<file path="config.mk">
export PLATFORM = sky130hd
export DESIGN_NAME = word_splitter_16bit
export DESIGN_NICKNAME = d
export VERILOG_FILES = /design/src/rtl/word_splitter_16bit.sv
export SDC_FILE = /design/constraint.sdc
export NUM_CORES = 1
export LEC_CHECK = 0
export ABC_CLOCK_PERIOD_IN_PS = 5500
export CAP_MARGIN = 15
export CELL_PAD_IN_SITES_DETAIL_PLACEMENT = 0
export CELL_PAD_IN_SITES_GLOBAL_PLACEMENT = 1
export CORE_MARGIN = 5
export CORE_UTILIZATION = 42
export CTS_CLUSTER_SIZE = 25
export DETAILED_ROUTE_END_ITERATION = 10
export GPL_ROUTABILITY_DRIVEN = 0
export PLACE_DENSITY_LB_ADDON = 0.1
export REMOVE_ABC_BUFFERS = 1
export SETUP_SLACK_MARGIN = 0.3
export SLEW_MARGIN = 10
export SYNTH_ARGS = -nofsm -noshare
export SYNTH_HDL_FRONTEND = slang
export SYNTH_SLANG_ARGS = --single-unit
</file>
<file path="constraint.sdc">
create_clock -name clock -period 5.5 [get_ports clock]
set_clock_uncertainty 0.15 [all_clocks]
set_input_delay 1.1 -clock clock [delete_from_list [all_inputs] [get_ports clock]]
set_output_delay 1.1 -clock clock [all_outputs]
set_load 0.05 [all_outputs]
</file>
<file path="src/rtl/word_splitter_16bit.sv">
// Splits 16-bit words into two byte transfers with loadhigh/loadlow strobes.
// Optional one-word prefetch holding register enabled by WORD_SPLITTER_PREFETCH_EN.
module word_splitter_16bit #(
    parameter bit HIGH_FIRST = 1'b1
) (
    input  logic        clock,
    input  logic        reset,
    input  logic        wordvalid,
    input  logic [15:0] wordin,
    output logic        wordready,
    output logic [7:0]  halfvalueout,
    output logic        loadhigh,
    output logic        loadlow,
    input  logic        byteready,
    output logic        busy
);

    typedef enum logic [1:0] {
        IDLE        = 2'd0,
        SEND_FIRST  = 2'd1,
        SEND_SECOND = 2'd2
    } state_t;

    state_t      r_state;
    state_t      w_nextState;
    logic [15:0] r_active;
    logic [15:0] w_nextActive;
    logic [7:0]  r_byte;
    logic [7:0]  w_nextByte;
    logic        r_loadHigh;
    logic        r_loadLow;
    logic        w_nextHigh;
    logic        w_nextLow;
    logic        w_accept;
    logic        w_xfer;

`ifdef WORD_SPLITTER_PREFETCH_EN
    logic [15:0] r_hold;
    logic [15:0] w_nextHold;
    logic        r_holdValid;
    logic        w_nextHoldValid;

    assign wordready = !r_holdValid;
    assign busy      = (r_state != IDLE) || r_holdValid;
`else
    assign wordready = (r_state == IDLE);
    assign busy      = (r_state != IDLE);
`endif

    assign w_accept     = wordvalid && wordready;
    assign w_xfer       = (r_state != IDLE) && byteready;
    assign halfvalueout = r_byte;
    assign loadhigh     = r_loadHigh;
    assign loadlow      = r_loadLow;

    always_comb begin
        w_nextState  = r_state;
        w_nextActive = r_active;
`ifdef WORD_SPLITTER_PREFETCH_EN
        w_nextHold      = r_hold;
        w_nextHoldValid = r_holdValid;
`endif
        case (r_state)
            IDLE: begin
                if (w_accept) begin
                    w_nextActive = wordin;
                    w_nextState  = SEND_FIRST;
                end
            end
            SEND_FIRST: begin
                if (w_xfer) begin
                    w_nextState = SEND_SECOND;
                end
`ifdef WORD_SPLITTER_PREFETCH_EN
                if (w_accept) begin
                    w_nextHold      = wordin;
                    w_nextHoldValid = 1'b1;
                end
`endif
            end
            SEND_SECOND: begin
`ifdef WORD_SPLITTER_PREFETCH_EN
                // A word arriving as the last byte leaves bypasses the empty hold.
                if (w_xfer) begin
                    if (r_holdValid) begin
                        w_nextActive    = r_hold;
                        w_nextHoldValid = 1'b0;
                        w_nextState     = SEND_FIRST;
                    end else if (w_accept) begin
                        w_nextActive = wordin;
                        w_nextState  = SEND_FIRST;
                    end else begin
                        w_nextState = IDLE;
                    end
                end else if (w_accept) begin
                    w_nextHold      = wordin;
                    w_nextHoldValid = 1'b1;
                end
`else
                if (w_xfer) begin
                    w_nextState = IDLE;
                end
`endif
            end
            default: begin
                w_nextState = IDLE;
            end
        endcase
    end

    // Outputs are decoded from the upcoming state so they can be registered.
    always_comb begin
        w_nextByte = 8'h00;
        w_nextHigh = 1'b0;
        w_nextLow  = 1'b0;
        case (w_nextState)
            SEND_FIRST: begin
                w_nextByte = HIGH_FIRST ? w_nextActive[15:8] : w_nextActive[7:0];
                w_nextHigh = HIGH_FIRST;
                w_nextLow  = !HIGH_FIRST;
            end
            SEND_SECOND: begin
                w_nextByte = HIGH_FIRST ? w_nextActive[7:0] : w_nextActive[15:8];
                w_nextHigh = !HIGH_FIRST;
                w_nextLow  = HIGH_FIRST;
            end
            default: begin
                w_nextByte = 8'h00;
            end
        endcase
    end

    always_ff @(posedge clock or negedge reset) begin
        if (!reset) begin
            r_state    <= IDLE;
            r_active   <= 16'h0000;
            r_byte     <= 8'h00;
            r_loadHigh <= 1'b0;
            r_loadLow  <= 1'b0;
        end else begin
            r_state    <= w_nextState;
            r_active   <= w_nextActive;
            r_byte     <= w_nextByte;
            r_loadHigh <= w_nextHigh;
            r_loadLow  <= w_nextLow;
        end
    end

`ifdef WORD_SPLITTER_PREFETCH_EN
    always_ff @(posedge clock or negedge reset) begin
        if (!reset) begin
            r_hold      <= 16'h0000;
            r_holdValid <= 1'b0;
        end else begin
            r_hold      <= w_nextHold;
            r_holdValid <= w_nextHoldValid;
        end
    end
`endif

endmodule

</file>
# Word level (Yosys, flattened, before mapping)
# Cells that the tools add are included.
# word_totals
out_inout_bits	12
n_memories	0
word_cells	22
mem_bits_rw	0
reg_bits	28
in_bits	20
romBits	0
latch_bits	0
# op_classes
eq_ne	4
shifts	0
mul	0
div_mod_pow	0
n_mux	9
n_reduce_logical	4
n_addsub	0
n_lt_le_gt_ge	0
n_bitwise	0
# ops
operator	count
16-bit 2-to-1 mux	2
8-bit case mux with 2 select lines	1
2-bit 2-to-1 mux	3
2-bit case mux with 3 select lines	1
2-bit by 1-bit == test with 1-bit output (second input constant)	2
2-bit == test (second input constant)	2
1-bit logical AND	2
2-bit zero test	1
1-bit 2-to-1 mux	2
2-bit nonzero test	1

# Longest topological paths before layout
# logic_depth
word_depth	6
mapped_depth	8
depth_no_buf	6

# Worst setup path after synthesis
# Ideal clock, no wire load.
# synth_path
kind	input-to-reg
start	input port wordvalid
end	register r_byte[4] (netlist: halfvalueout[4])
n_path_buf	2
arrival_ps	2245
cell_stages	7
required_ps	5206
path_slack_ps	2962
setup_time_ps	144
path_cell_list	o21ai_0 > inv_1 > ha_1 > clkbuf_2 > buf_2 > a221oi_2 > a211oi_2
# synth_between
elab_chain_cells	5
elab_cells_between_ends	8
classes_between	2 x eq/ne; 5 x mux; 1 x reduce/logical
# synth_lines
item	line	source
start: declaration	8	input logic wordvalid,
1-bit logical AND *	50	assign w_accept = wordvalid && wordready;
2-bit 2-to-1 mux *	65	if (w_accept) begin
2-bit case mux with 3 select lines *	63	case (r_state)
net w_nextState[0]	25	state_t w_nextState;
2-bit == test / 2-bit by 1-bit == test with 1-bit output (equally long branches)	116	case (w_nextState)
8-bit case mux with 2 select lines *	116	
net w_nextByte[4]	29	logic [7:0] w_nextByte;
end signal: assignment	143	r_byte <= w_nextByte;
end: declaration	28	logic [7:0] r_byte;
# Mark *: on every way through the listed nets, which the timed path passes. The rest lies on a longest branch.

# Final worst setup path
# layout_path
start	register r_state[1]
end	output port wordready
# layout_between
elab_chain_cells	1
# layout_lines
item	line	source
start: declaration	24	state_t r_state;
start signal: assignment	141	r_state <= w_nextState;
2-bit zero test	46	assign wordready = (r_state == IDLE);
end: declaration	10	output logic wordready,
# Every way passes these cells.

==> impl_metrics.toml <==
[synth]
netlist_instances = 89
netlist_area_sq_mm = 0.001306
synth_xor_area_share_pct = 0
synthTopCellsByArea = "dfrtp_1 54%, mux2_2 14%, a221oi_2 9.2%"
synth-main-ff-cell = "dfrtp_1"
synth_top_family_by_area = "compound AO/OA/AOI/OAI gates"
synth_top_area_share_pct = 53.64
synth_warnings = 0
syn_avg_cell_area_sq_um = 14.68
ys_types = 19
synth_edf_count = 0
yosysMostFrequentCell = "dfrtp_1"
yosys.area_share.simple_pct = 2.778
yosysSeqAreaShare_pct = 53.64
ys_async_sr_fraction_pct = 100.0
synth.cells.most_frequent = "28 x dfrtp_1, 16 x mux2_2, 8 x a211oi_2, 8 x a221oi_2, 8 x a22oi_1"
synth_compound_area_share_pct = 23.18
synthAdderAreaFrac_pct = 1.916
ys_ff_latch = 28
synth_top_area_cell = "dfrtp_1"
synthMuxAreaShare_pct = 13.79

[worst_setup_path]
criticalPathCategory = "flip-flop to primary output"
worst-path-buf-inv = 2
crit_slowest_cell = "clkdlybuf4s50_1"
crit_fanout = 6
start_kind = "flip-flop"
cp_cell_sequence = "or2_2, inv_1, clkdlybuf4s50_1"
cp-end-kind = "primary output"
crit_family = "buffers and inverters"
cp.arrival_ns = 1.98
slowest_delay_ns = 0.79
required_ns = 4.25

[sta]
setup_viol = 0
slew_violations = 0
relSlewSlack_pct = 44.45
final.setup.tns_ns = 0
worst_pin_slew_ns = 0.8332
min_period_over_period_pct = 58.76
hold_viol_final = 0
max_freq_mhz = 309.4
rsz0062_at_grt = "false"
fin_crit_ns = 3.232

[route]
dr.pass1.iters = 4
wl_um = 2417
wire_per_inst_um = 14.92
vias_per_cell = 5.259
postRouteAntennaNets = 0
num_vias = 852
drt-initial-drc-count = 27
drc = 0

[power_and_ir_drop]
power_density_mw_per_mm2 = 602.4
p_total_uw = 1005
p_leak_uw = 0.0006581
vdd_drop_max_mv = 0.2443

[cts]
cts.sinks = 28
clkTransAtPathRegs_ns = 0.15
ctsResizeCount = 0
htreeDepth = 1
post_cts_buffers = 0
cts-root-buf = "clkbuf_4"
clock_latency_ns = 0.33
cts_tree = "done"
cts_buffer_depth = 2
hold_buffers = 0
cts-buffers-inserted = 3

[global_routing]
grt_antenna_before_repair = 0
grt_pass1_vias = 875
grt_overflow = 0
grt_pass1_wl_um = 4084
grt_start_max_net_pins = 33
grt_use_total_pct = 12.28

[cells_and_area]
final_cells = 162
fillCellCount = 268
diodes = 0
utilization_pct = 55.12
seqCellArea_sq_um = 700.7
nNetsFinal = 141
syn_to_final_growth_pct = 27.78
drive_gt1_share_pct = 33.90
multi_input_area_sq_um = 544.3

[flow_run]
maxCapViolations = 0

[min_path]
min_path_type = "flip-flop to flip-flop"

[placed_design]
port_buffers = 31
dp_cells = 158
dpl.hpwl_um = 1644

[run_status]
status = "completed"

[floorplan]
start_util_pct = 43.14
die_w_um = 65.77
die_height_um = 65.77
ios = 32
die_area_sq_mm = 0.004326
coreArea_sq_mm = 0.003028
rows = 20
==> flip-flops by register name, indices dropped and copies added, names as in the netlist <==
| signal | flops |
|---|---|
| loadhigh | 1 |
| r_active | 16 |
| loadlow | 1 |
| r_state | 2 |
| halfvalueout | 8 |
==> cell usage in the layout, fill, tap and decap left out <==
cell type,n
buf_4,2
o21a_1,1
clkbuf_4,3
a21oi_1,1
ha_1,2
or2_2,1
a221oi_2,8
a211oi_2,8
a22oi_1,8
o21ai_0,2
inv_1,2
nor3b_4,1
nand2_1,2
clkdlybuf4s50_1,31
mux2_2,16
nor2_1,1
clkbuf_8,1
dfrtp_1,28
==> cell families after synthesis <==
| logic type | after synthesis |
|---|---|
| AOI/OAI and AO/OA | 28 |
| DFF | 28 |
| muxes | 16 |
| buffers and inverters | 10 |
| and+or+nand+nor | 5 |
| adders and majority gates | 2 |
==> final cells by class <==
class | instances | area share, %
flip-flops and latches | 28 | 41.98
multi-input cells | 51 | 32.61
repair buffers | 33 | 19.49
well taps | 44 | 3.298
clock buffers | 4 | 2.174
inverters | 2 | 0.4498
==> metrics by stage <==
step           setup slack (ns)  cell area, sq um  hold WS, ns
2_1_floorplan             2.691              1252       0.3505
4_1_cts                   2.254              1669       0.4004
5_1_grt                   2.210              1669       0.4165
6_report                  2.268              1669       0.3971
3_5_place_dp              2.093              1633       0.3671
3_3_place_gp              2.180              1633       0.3607
==> where the power goes <==
group | total, uW | internal, uW | switching, uW
registers | 357 | 297 | 59.2
clock network | 100 | 40.5 | 59.6
logic | 549 | 233 | 315
==> per-layer routing <==
layer / track usage, % / vias to the layer above / wire (um)
li1: - / 395 / -
met1: 14.19 / 434 / 1044
met2: 21.40 / 19 / 1205
met3: 3.401 / 4 / 126
met4: 4.663 / 0 / 41
met5: 0 / - / 0
==> path summary, 6_finish.rpt <==
path | start | slack, ns | to | cells after the start
max | r_state[1] | 2.27 | wordready | 3
min | r_active[8] | 0.40 | r_active[8] | 1
max reg2reg | r_state[0] | 3.23 | halfvalueout[2] | 5
min reg2reg | r_active[8] | 0.40 | r_active[8] | 1
max in group asynchronous | reset | 3.97 | halfvalueout[5] | 2
min in group asynchronous | reset | 0.96 | r_active[3] | 2
Power figures use the tool's default switching activity.
